**src/rtl/id_ex_stage.sv**
```systemverilog
// ID/EX pipeline stage: instruction decode, 32x32 register file with
// write-through bypass, and the registered EX-side operand/control bundle.
module id_ex_stage #(
    parameter int unsigned RF_DEPTH = 32
) (
    input  logic        clk,
    input  logic        rst_n,
    input  logic [31:0] instr,
    input  logic        instr_valid,
    input  logic        stall,
    input  logic        flush,
    input  logic        wb_en,
    input  logic [4:0]  wb_addr,
    input  logic [31:0] wb_data,
    output logic [31:0] a,
    output logic [31:0] b,
    output logic [1:0]  Alu_op,
    output logic [5:0]  funct,
    output logic [4:0]  dest,
    output logic        reg_write,
    output logic        mem_read,
    output logic        mem_write,
    output logic        branch,
    output logic        valid_out
);

    localparam int unsigned XLEN  = 32;
    localparam int unsigned RA_W  = 5;
    localparam int unsigned OP_W  = 6;
    localparam int unsigned IMM_W = 16;

    localparam logic [OP_W-1:0] OP_RTYPE = 6'b000000;
    localparam logic [OP_W-1:0] OP_LW    = 6'b100011;
    localparam logic [OP_W-1:0] OP_SW    = 6'b101011;
    localparam logic [OP_W-1:0] OP_BEQ   = 6'b000100;
    localparam logic [OP_W-1:0] OP_ADDI  = 6'b001000;
    localparam logic [5:0]      FN_ADD   = 6'b100000;
    localparam logic [5:0]      FN_SUB   = 6'b100010;

    typedef struct packed {
        logic [XLEN-1:0] a;
        logic [XLEN-1:0] b;
        logic [1:0]      alu_op;
        logic [5:0]      funct;
        logic [RA_W-1:0] dest;
        logic            reg_write;
        logic            mem_read;
        logic            mem_write;
        logic            branch;
        logic            valid;
    } ex_t;

    logic [XLEN-1:0] rf [RF_DEPTH];

    logic [OP_W-1:0] opcode_c;
    logic [RA_W-1:0] rs_c;
    logic [RA_W-1:0] rt_c;
    logic [XLEN-1:0] sext_c;
    logic [XLEN-1:0] rs_val_c;
    logic [XLEN-1:0] rt_val_c;
    ex_t             dec_c;
    ex_t             ex_q;

    assign opcode_c = instr[31:26];
    assign rs_c     = instr[25:21];
    assign rt_c     = instr[20:16];
    assign sext_c   = {{(XLEN-IMM_W){instr[15]}}, instr[15:0]};

    // Operand read; a same-cycle write-back to a source register wins over the array.
    always_comb begin : operand_read
        rs_val_c = rf[rs_c];
        rt_val_c = rf[rt_c];
        if (wb_en && (wb_addr != '0) && (wb_addr == rs_c)) rs_val_c = wb_data;
        if (wb_en && (wb_addr != '0) && (wb_addr == rt_c)) rt_val_c = wb_data;
    end

    // Decode; unknown opcodes and invalid slots fall through as an all-zero bubble.
    always_comb begin : decode
        dec_c = '0;
        if (instr_valid) begin
            case (opcode_c)
                OP_RTYPE: begin
                    dec_c.a         = rs_val_c;
                    dec_c.b         = rt_val_c;
                    dec_c.alu_op    = 2'b10;
                    dec_c.funct     = instr[5:0];
                    dec_c.dest      = instr[15:11];
                    dec_c.reg_write = 1'b1;
                    dec_c.valid     = 1'b1;
                end
                OP_LW, OP_SW: begin
                    dec_c.a         = rs_val_c;
                    dec_c.b         = sext_c;
                    dec_c.alu_op    = 2'b00;
                    dec_c.funct     = FN_ADD;
                    dec_c.dest      = rt_c;
                    dec_c.reg_write = (opcode_c == OP_LW);
                    dec_c.mem_read  = (opcode_c == OP_LW);
                    dec_c.mem_write = (opcode_c == OP_SW);
                    dec_c.valid     = 1'b1;
                end
                OP_BEQ: begin
                    dec_c.a      = rs_val_c;
                    dec_c.b      = rt_val_c;
                    dec_c.alu_op = 2'b01;
                    dec_c.funct  = FN_SUB;
                    dec_c.branch = 1'b1;
                    dec_c.valid  = 1'b1;
                end
                OP_ADDI: begin
                    dec_c.a         = rs_val_c;
                    dec_c.b         = sext_c;
                    dec_c.alu_op    = 2'b00;
                    dec_c.funct     = FN_ADD;
                    dec_c.dest      = rt_c;
                    dec_c.reg_write = 1'b1;
                    dec_c.valid     = 1'b1;
                end
                default: dec_c = '0;
            endcase
        end
    end

    // EX register: flush beats stall; stall holds the previous bundle.
    always_ff @(posedge clk or negedge rst_n) begin : ex_reg
        if (!rst_n) begin
            ex_q <= '0;
        end else if (flush) begin
            ex_q <= '0;
        end else if (!stall) begin
            ex_q <= dec_c;
        end
    end

    // Register file; location 0 is never written so it always reads zero.
    always_ff @(posedge clk or negedge rst_n) begin : reg_file
        if (!rst_n) begin
            for (int i = 0; i < int'(RF_DEPTH); i++) rf[i] <= '0;
        end else if (wb_en && (wb_addr != '0)) begin
            rf[wb_addr] <= wb_data;
        end
    end

    assign a         = ex_q.a;
    assign b         = ex_q.b;
    assign Alu_op    = ex_q.alu_op;
    assign funct     = ex_q.funct;
    assign dest      = ex_q.dest;
    assign reg_write = ex_q.reg_write;
    assign mem_read  = ex_q.mem_read;
    assign mem_write = ex_q.mem_write;
    assign branch    = ex_q.branch;
    assign valid_out = ex_q.valid;

endmodule

```
**config.mk**
```make
export PLATFORM = sky130hd
export DESIGN_NAME = id_ex_stage
export DESIGN_NICKNAME = d
export VERILOG_FILES = /design/src/rtl/id_ex_stage.sv
export SDC_FILE = /design/constraint.sdc
export NUM_CORES = 2
export LEC_CHECK = 0
export ABC_AREA = 1
export BUFFER_PORTS_ARGS = -buffer_cell sky130_fd_sc_hd__buf_2
export CAP_MARGIN = 20
export CORE_MARGIN = 10
export CORE_UTILIZATION = 35
export CTS_CLUSTER_DIAMETER = 60
export DETAILED_ROUTE_END_ITERATION = 10
export GPL_ROUTABILITY_DRIVEN = 0
export HOLD_SLACK_MARGIN = 0.02
export PLACE_DENSITY = 0.58
export SYNTH_ARGS = -nofsm -noshare
export SYNTH_HDL_FRONTEND = slang
export SYNTH_SLANG_ARGS = --single-unit
```
**constraint.sdc**
```tcl
create_clock -name clk -period 2.3 [get_ports clk]
set_input_delay 0.345 -clock clk [delete_from_list [all_inputs] [get_ports clk]]
set_output_delay 0.345 -clock clk [all_outputs]
set_load 0.005 [all_outputs]
```
# [Yosys cells after proc, flatten, opt, wreduce, memory -nomap -nowiden]
# Cells that the tools add are included.
[op_classes] magnitude_cmp=4 eq_ne=7 n_mux=19 n_bitwise=3 reduce_logical=9
[ops] operator="bitwise mux 1024 bit" count=1
[ops] operator="binary-select mux 32 bit (select 5 bit)" count=2
[ops] operator="2-to-1 mux 82 bit" count=3
[ops] operator="2-to-1 mux 32 bit" count=7
[ops] operator="case mux 72 bit (3 select lines)" count=1
[ops] operator="demux 32 bit (select 5 bit)" count=1
[ops] operator=">= comparator 6 bit (second input constant)" count=3
[ops] operator="inverter 5 -> 6 bit" count=3
[ops] operator="case mux 6 bit (3 select lines)" count=1
[ops] operator="equality test 6 bit (second input constant)" count=2
[ops] operator="equality test 5 bit" count=2
[ops] operator="equality test 6 x 3 -> 1 bit (second input constant)" count=1
[ops] operator="equality test 6 x 4 -> 1 bit (second input constant)" count=1
[ops] operator="logical NOT 6 bit" count=1
[ops] operator="less-than comparator 6 x 1 -> 1 bit (second input constant)" count=1
[ops] operator="nonzero test 5 bit" count=1
[ops] operator="OR reduction 5 bit" count=1
[ops] operator="logical AND 1 bit" count=4
[ops] operator="OR reduction 3 bit" count=1
[ops] operator="2-to-1 mux 1 bit" count=2
[ops] operator="2-to-1 mux 2 bit" count=1
[ops] operator="!= test 2 x 1 -> 1 bit (second input constant)" count=1
[ops] operator="OR reduction 2 bit" count=1
[totals] regBits=1106 input_bits=75 output_inout_bits=82 elab_cells=84

# [Longest topological paths before layout]
[logic_depth] ltp_word=9 ltp_mapped=15 ltp_nobuf=12

# [Worst setup path after synthesis]
# No wires, ideal clock.
[synth_path] path_kind="in2reg" from="input instr[21]" to="register ex_q, in the netlist a[21]" setup_time_ns=0.118 arrival_time_ns=1.725 required_time_ns=2.182 slack_ns=0.457 stages=13 n_path_buf=5 path_cell_list="buf_2 -> buf_4 -> buf_6 -> buf_2 -> buf_2 -> o211ai_1 -> nand3_1 -> nand3_1 -> nand3_1 -> nand2_1 -> nand2_1 -> nand3_1 -> nand2_1"
[synth_via] elab_chain_cells=9 word_cells_on_any_way=11 cone_classes="eq/ne: 1; mux: 8; bitwise: 1; reduce/logical: 1"
[synth_lines] element="start: declaration" line_no="8" source="input logic [31:0] instr,"
[synth_lines] element="inverter 5 -> 6 bit (not written as such)" line_no="71" source="rs_val_c = rf[rs_c];"
[synth_lines] element="binary-select mux 32 bit (select 5 bit)" line_no="71"
[synth_lines] element="2-to-1 mux 32 bit (not written as such) (2 in a row)" line_no="71"
[synth_lines] element="2-to-1 mux 32 bit *" line_no="73" source="if (wb_en && (wb_addr != '0) && (wb_addr == rs_c)) rs_val_c = wb_data;"
[synth_lines] element="case mux 72 bit (3 select lines) *" line_no="81" source="case (opcode_c)"
[synth_lines] element="2-to-1 mux 82 bit *" line_no="80" source="if (instr_valid) begin"
[synth_lines] element="2-to-1 mux 82 bit *" line_no="130" source="end else if (!stall) begin"
[synth_lines] element="2-to-1 mux 82 bit *" line_no="128" source="end else if (flush) begin"
[synth_lines] element="end signal: assignment" line_no="127" source="ex_q <= '0;"
[synth_lines] element="end signal: assignment" line_no="129" source="ex_q <= '0;"
[synth_lines] element="end signal: assignment" line_no="131" source="ex_q <= dec_c;"
[synth_lines] element="end: declaration" line_no="62" source="ex_t ex_q;"
# Every way passes the cells marked *; elsewhere a longest branch is shown, timed or not. The select of a mux whose other input is x is not followed.
# A chain may end at the register's enable or synchronous reset.

# [Worst setup path after layout]
[layout_path] from="input stall" to="register ex_q, in the netlist funct[1]"
[layout_via] elab_chain_cells=1
[layout_lines] element="start: declaration" line_no="10" source="input logic stall,"
[layout_lines] element="!= test 2 x 1 -> 1 bit (no line)"
# No other way between the ends.

==> Implementation_results.wiki <==
{| class="wikitable"
! Metric !! Value
|-
| Gate Count Post-Synth || ~9000
|-
| Maximum number of pins on one net before global-route repair || ~110
|-
| Layout Nets || approximately 9100
|-
| DIE AREA || about 200000 um2
|-
| Synth Area per Inst || between 6 and 7 um2
|-
| Launch instance of the worst register-to-register path || rf[364]
|-
| Combinational power share || 20.5%
|-
| Min-Delay Startpoint || instr[7]
|-
| Global-route wire length before repair || approximately 390000 um
|-
| Antenna violations before repair || 11
|-
| Worst ir drop on vdd || approximately 0.63 mV
|-
| Total clock buffers created by CTS || 130
|-
| Root buffer cell || sky130_fd_sc_hd__clkbuf_16
|-
| Number of buffers on the longest clock path || 3
|-
| Count of vias placed by the detailed router || ~64000
|-
| Synth area leader || sky130_fd_sc_hd__dfrtp_1
|-
| Final Max Tran Viols || 0
|-
| Worst min-delay path category || in -> reg
|-
| Total non-filler cell area in the finished layout || 73300 um2
|-
| Vias in the first global route || 59832
|-
| WS Path Type || in -> reg
|-
| Tot GR Track Use || 26.0%
|-
| Hold Fails Final Rpt || 0
|-
| Net Sw Frac || between 30% and 40%
|-
| Count of port buffers added during placement || around 160
|-
| Final setup fails || 0
|-
| Synth-to-Final Area Change || 17.7%
|-
| Die span in x || 442 um
|-
| Summed negative setup slack over all endpoints || 0 ps
|-
| Net switching power of the design || between 15 and 20 mW
|-
| Critical Path Source || stall
|-
| Remaining antenna violation count || 0
|-
| Number of filler instances in the final layout || 18059
|-
| Unrepaired setup endpoints after global routing || false
|-
| Max Clock Freq || 463 MHz
|-
| Post-CTS setup buffers || 0
|-
| Layout Skew || approximately 22 ps
|-
| Total standard cell area after synthesis || about 62000 um2
|-
| Remaining design rule violation count || 0
|-
| Maximum Capacitance Violations || 0
|-
| Placed wire-length estimate || about 160000 um
|-
| Crit path DAT || 2870 ps
|-
| Final cycle utilization of the critical path || 93.9%
|-
| Share of Yosys cell area claimed by the top area cell type || roughly 44%
|-
| Power per Cell Area || between 700 and 800 nW/um2
|-
| Distinct cell type count after synthesis || 27
|-
| Endpoint class of the critical path || flip-flop
|-
| Internal power || 39.4 mW
|-
| Routed wire length || 264000 um
|-
| Setup WS pre-CTS || 20.9 ps
|-
| Required time of the critical path || about 3000 ps
|-
| Slew headroom || around 47%
|-
| CTS tree || yes
|-
| Post-synth top cells || sky130_fd_sc_hd__nand2_1 (2700), sky130_fd_sc_hd__o21ai_0 (1399), sky130_fd_sc_hd__nand3_1 (1241), sky130_fd_sc_hd__dfrtp_1 (1106), sky130_fd_sc_hd__inv_1 (825)
|-
| Height of the chip || about 440 um
|-
| Via density per instance || about 5.6
|-
| CTS H-tree lvls || 4
|-
| Proportion of power drawn by flip-flops and latches || between 40 and 50%
|-
| Min Clock Period, post-route || 2160 ps
|-
| TritonCTS Sinks || about 1100
|-
| Share of layout cells above drive strength 1 || about a tenth
|-
| Count of routing violations after the opening detailed-route iteration || roughly 8400
|-
| Critical-path maximum fanout || 19
|-
| Syn. warnings || 0
|-
| Detailed-router iteration count before antenna repair || 8
|-
| Top_reg_cell synth || sky130_fd_sc_hd__dfrtp_1
|-
| Critical path launch point type || input pin
|-
| Leakage Power || 35.9 nW
|-
| Total gr overflow || 0
|-
| Final core occ || roughly two fifths
|-
| Met2 routed wirelength || roughly 120000 um
|-
| Routed wire length per instance || 23.1 um
|-
| Power, Total || approximately 58 mW
|-
| Clock transition at the registers of the reported paths || 60 ps
|-
| Core area || between 150000 and 200000 um2
|-
| Post-Synthesis Net Count || just over 9000
|-
| Clock insertion delay at the later pin of the skew report || ~780 ps
|-
| Row count || ~150
|-
| Share of the yosys chip area belonging to registers || between 40 and 50%
|-
| Most common cell in the netlist || sky130_fd_sc_hd__nand2_1
|-
| Asr flop ratio synth || 100%
|-
| Starting utilization of the core area || roughly a third
|-
| Worst slew pin tran || about 800 ps
|-
| Number of flip-flops and latches in the synthesized netlist || between 1000 and 1500
|-
| Cell Area, Placed || between 60000 and 70000 um2
|-
| Uppermost layer routed || met5
|-
| Detailed route wirelength on metal3 || 24700 um
|-
| Status || completed
|-
| Number of flops mapped to enable cells by yosys || 0
|-
| Number of primary I/O pins || between 150 and 200
|-
| Sum of routed wire segments on met1 || 106000 um
|-
| Top cells by area, synth || sky130_fd_sc_hd__dfrtp_1 (44%), sky130_fd_sc_hd__nand2_1 (16%), sky130_fd_sc_hd__o21ai_0 (11%)
|-
| Clk pwr share || 36.6%
|-
| Worst setup slack after layout || about 140 ps
|}
-- area by class of cell --
type | count | area [um2] | area share [%]
Timing Repair Buffer | 632 | 6650 | 9.07
Tap cell | 2340 | 2930 | 3.99
Clock buffer | 182 | 3770 | 5.15
Sequential cell | 1106 | 27700 | 37.7
Antenna cell | 8 | 20.0 | 0.0273
Inverter | 864 | 3280 | 4.48
Clock inverter | 49 | 500 | 0.682
Multi-Input combinational cell | 6243 | 28500 | 38.9
-- what timing repair did --
item / 4_1_cts / 5_1_grt
resized for setup: 0 / 1
hold buffers: 55 / 0
setup endpoints to repair: 0 / 1
hold endpoints to repair: 683 / 0
-- layer usage --
layer  global-route usage (%)  vias to the layer above
met1                     33.9                    30357
met3                     4.76                      767
met2                     40.1                     3425
met4                     15.7                        2
met5                        0                        -
li1                         -                    29032
-- flip-flops by register name (all words and copies together), names as in the netlist --
signal,flops
valid_out,1
a,32
b,32
rf,1024
reg_write,1
Alu_op,2
dest,5
mem_read,1
funct,6
mem_write,1
branch,1
-- stage by stage --
step,hold slack [ps],cells
after global routing,55.9,11423
after detailed placement,288,11130
after global placement,291,11130
after CTS,21.0,11416
final,56.0,11424
after floorplan,49.4,8976
-- worst max-delay path, stage by stage --
cell	delay, ps
sky130_fd_sc_hd__dlygate4sd3_1	540
sky130_fd_sc_hd__buf_2	130
sky130_fd_sc_hd__nor2_1	120
sky130_fd_sc_hd__nand2_1	90
sky130_fd_sc_hd__inv_2	90
sky130_fd_sc_hd__buf_6	240
sky130_fd_sc_hd__nand4_1	130
sky130_fd_sc_hd__dlygate4sd3_1	570
sky130_fd_sc_hd__nand3_1	70
sky130_fd_sc_hd__dlygate4sd3_1	550
-- power by group through the flow --
| stage | registers (mW) | clock network [mW] | logic [mW] |
|---|---|---|---|
| floorplan | 24.6 | 0 | 7.92 |
| global placement | 25.0 | 0 | 11.3 |
| detailed placement | 25.1 | 0 | 11.6 |
| CTS | 24.8 | 21.5 | 11.8 |
| global route | 25.3 | 22.2 | 13.5 |
| finish | 24.9 | 21.2 | 11.9 |
-- layout by cell type, fill, tap and decap left out, types with 34 or more instances in the layout --
cell,netlist,final
sky130_fd_sc_hd__o21ai_0,1399,1399
sky130_fd_sc_hd__inv_1,825,816
sky130_fd_sc_hd__clkinv_1,34,34
sky130_fd_sc_hd__nand3_1,1241,1241
sky130_fd_sc_hd__or2_2,108,108
sky130_fd_sc_hd__buf_2,140,147
sky130_fd_sc_hd__a21oi_1,412,410
sky130_fd_sc_hd__buf_12,0,167
sky130_fd_sc_hd__o21ai_1,52,52
sky130_fd_sc_hd__buf_4,25,255
sky130_fd_sc_hd__dfrtp_1,1106,1106
sky130_fd_sc_hd__nand2_1,2700,2683
sky130_fd_sc_hd__nor2_1,154,152
sky130_fd_sc_hd__dlygate4sd3_1,0,55
sky130_fd_sc_hd__clkbuf_16,0,135
sky130_fd_sc_hd__o211ai_1,132,132
-- cells by family (layout without fill, tap and decap cells) --
logic type / after synthesis / count (layout) / share of synthesized area (%)
buffers and inverters: 1627 / 1727 / 10.2
XOR/XNOR: 6 / 6 / 0.0843
flip-flops: 1106 / 1106 / 44.4
AO/OA/AOI/OAI: 2001 / 2001 / 16.6
other: 0 / 8 / 0
AND/OR/NAND/NOR: 4236 / 4236 / 28.6
-- worst paths after layout --
| path | to | slack (ps) | depth (start not counted) |
|---|---|---|---|
| worst max-delay path | funct[1] | 140 | 10 |
| worst min-delay path | b[7] | 60 | 5 |
| worst max register to register | b[12] | 590 | 11 |
| worst min register to register | rf[999] | 390 | 0 |
| max in group asynchronous | rf[16] | 1030 | 3 |
| min in group asynchronous | rf[138] | 100 | 2 |
(Power assumes the default switching activity.)
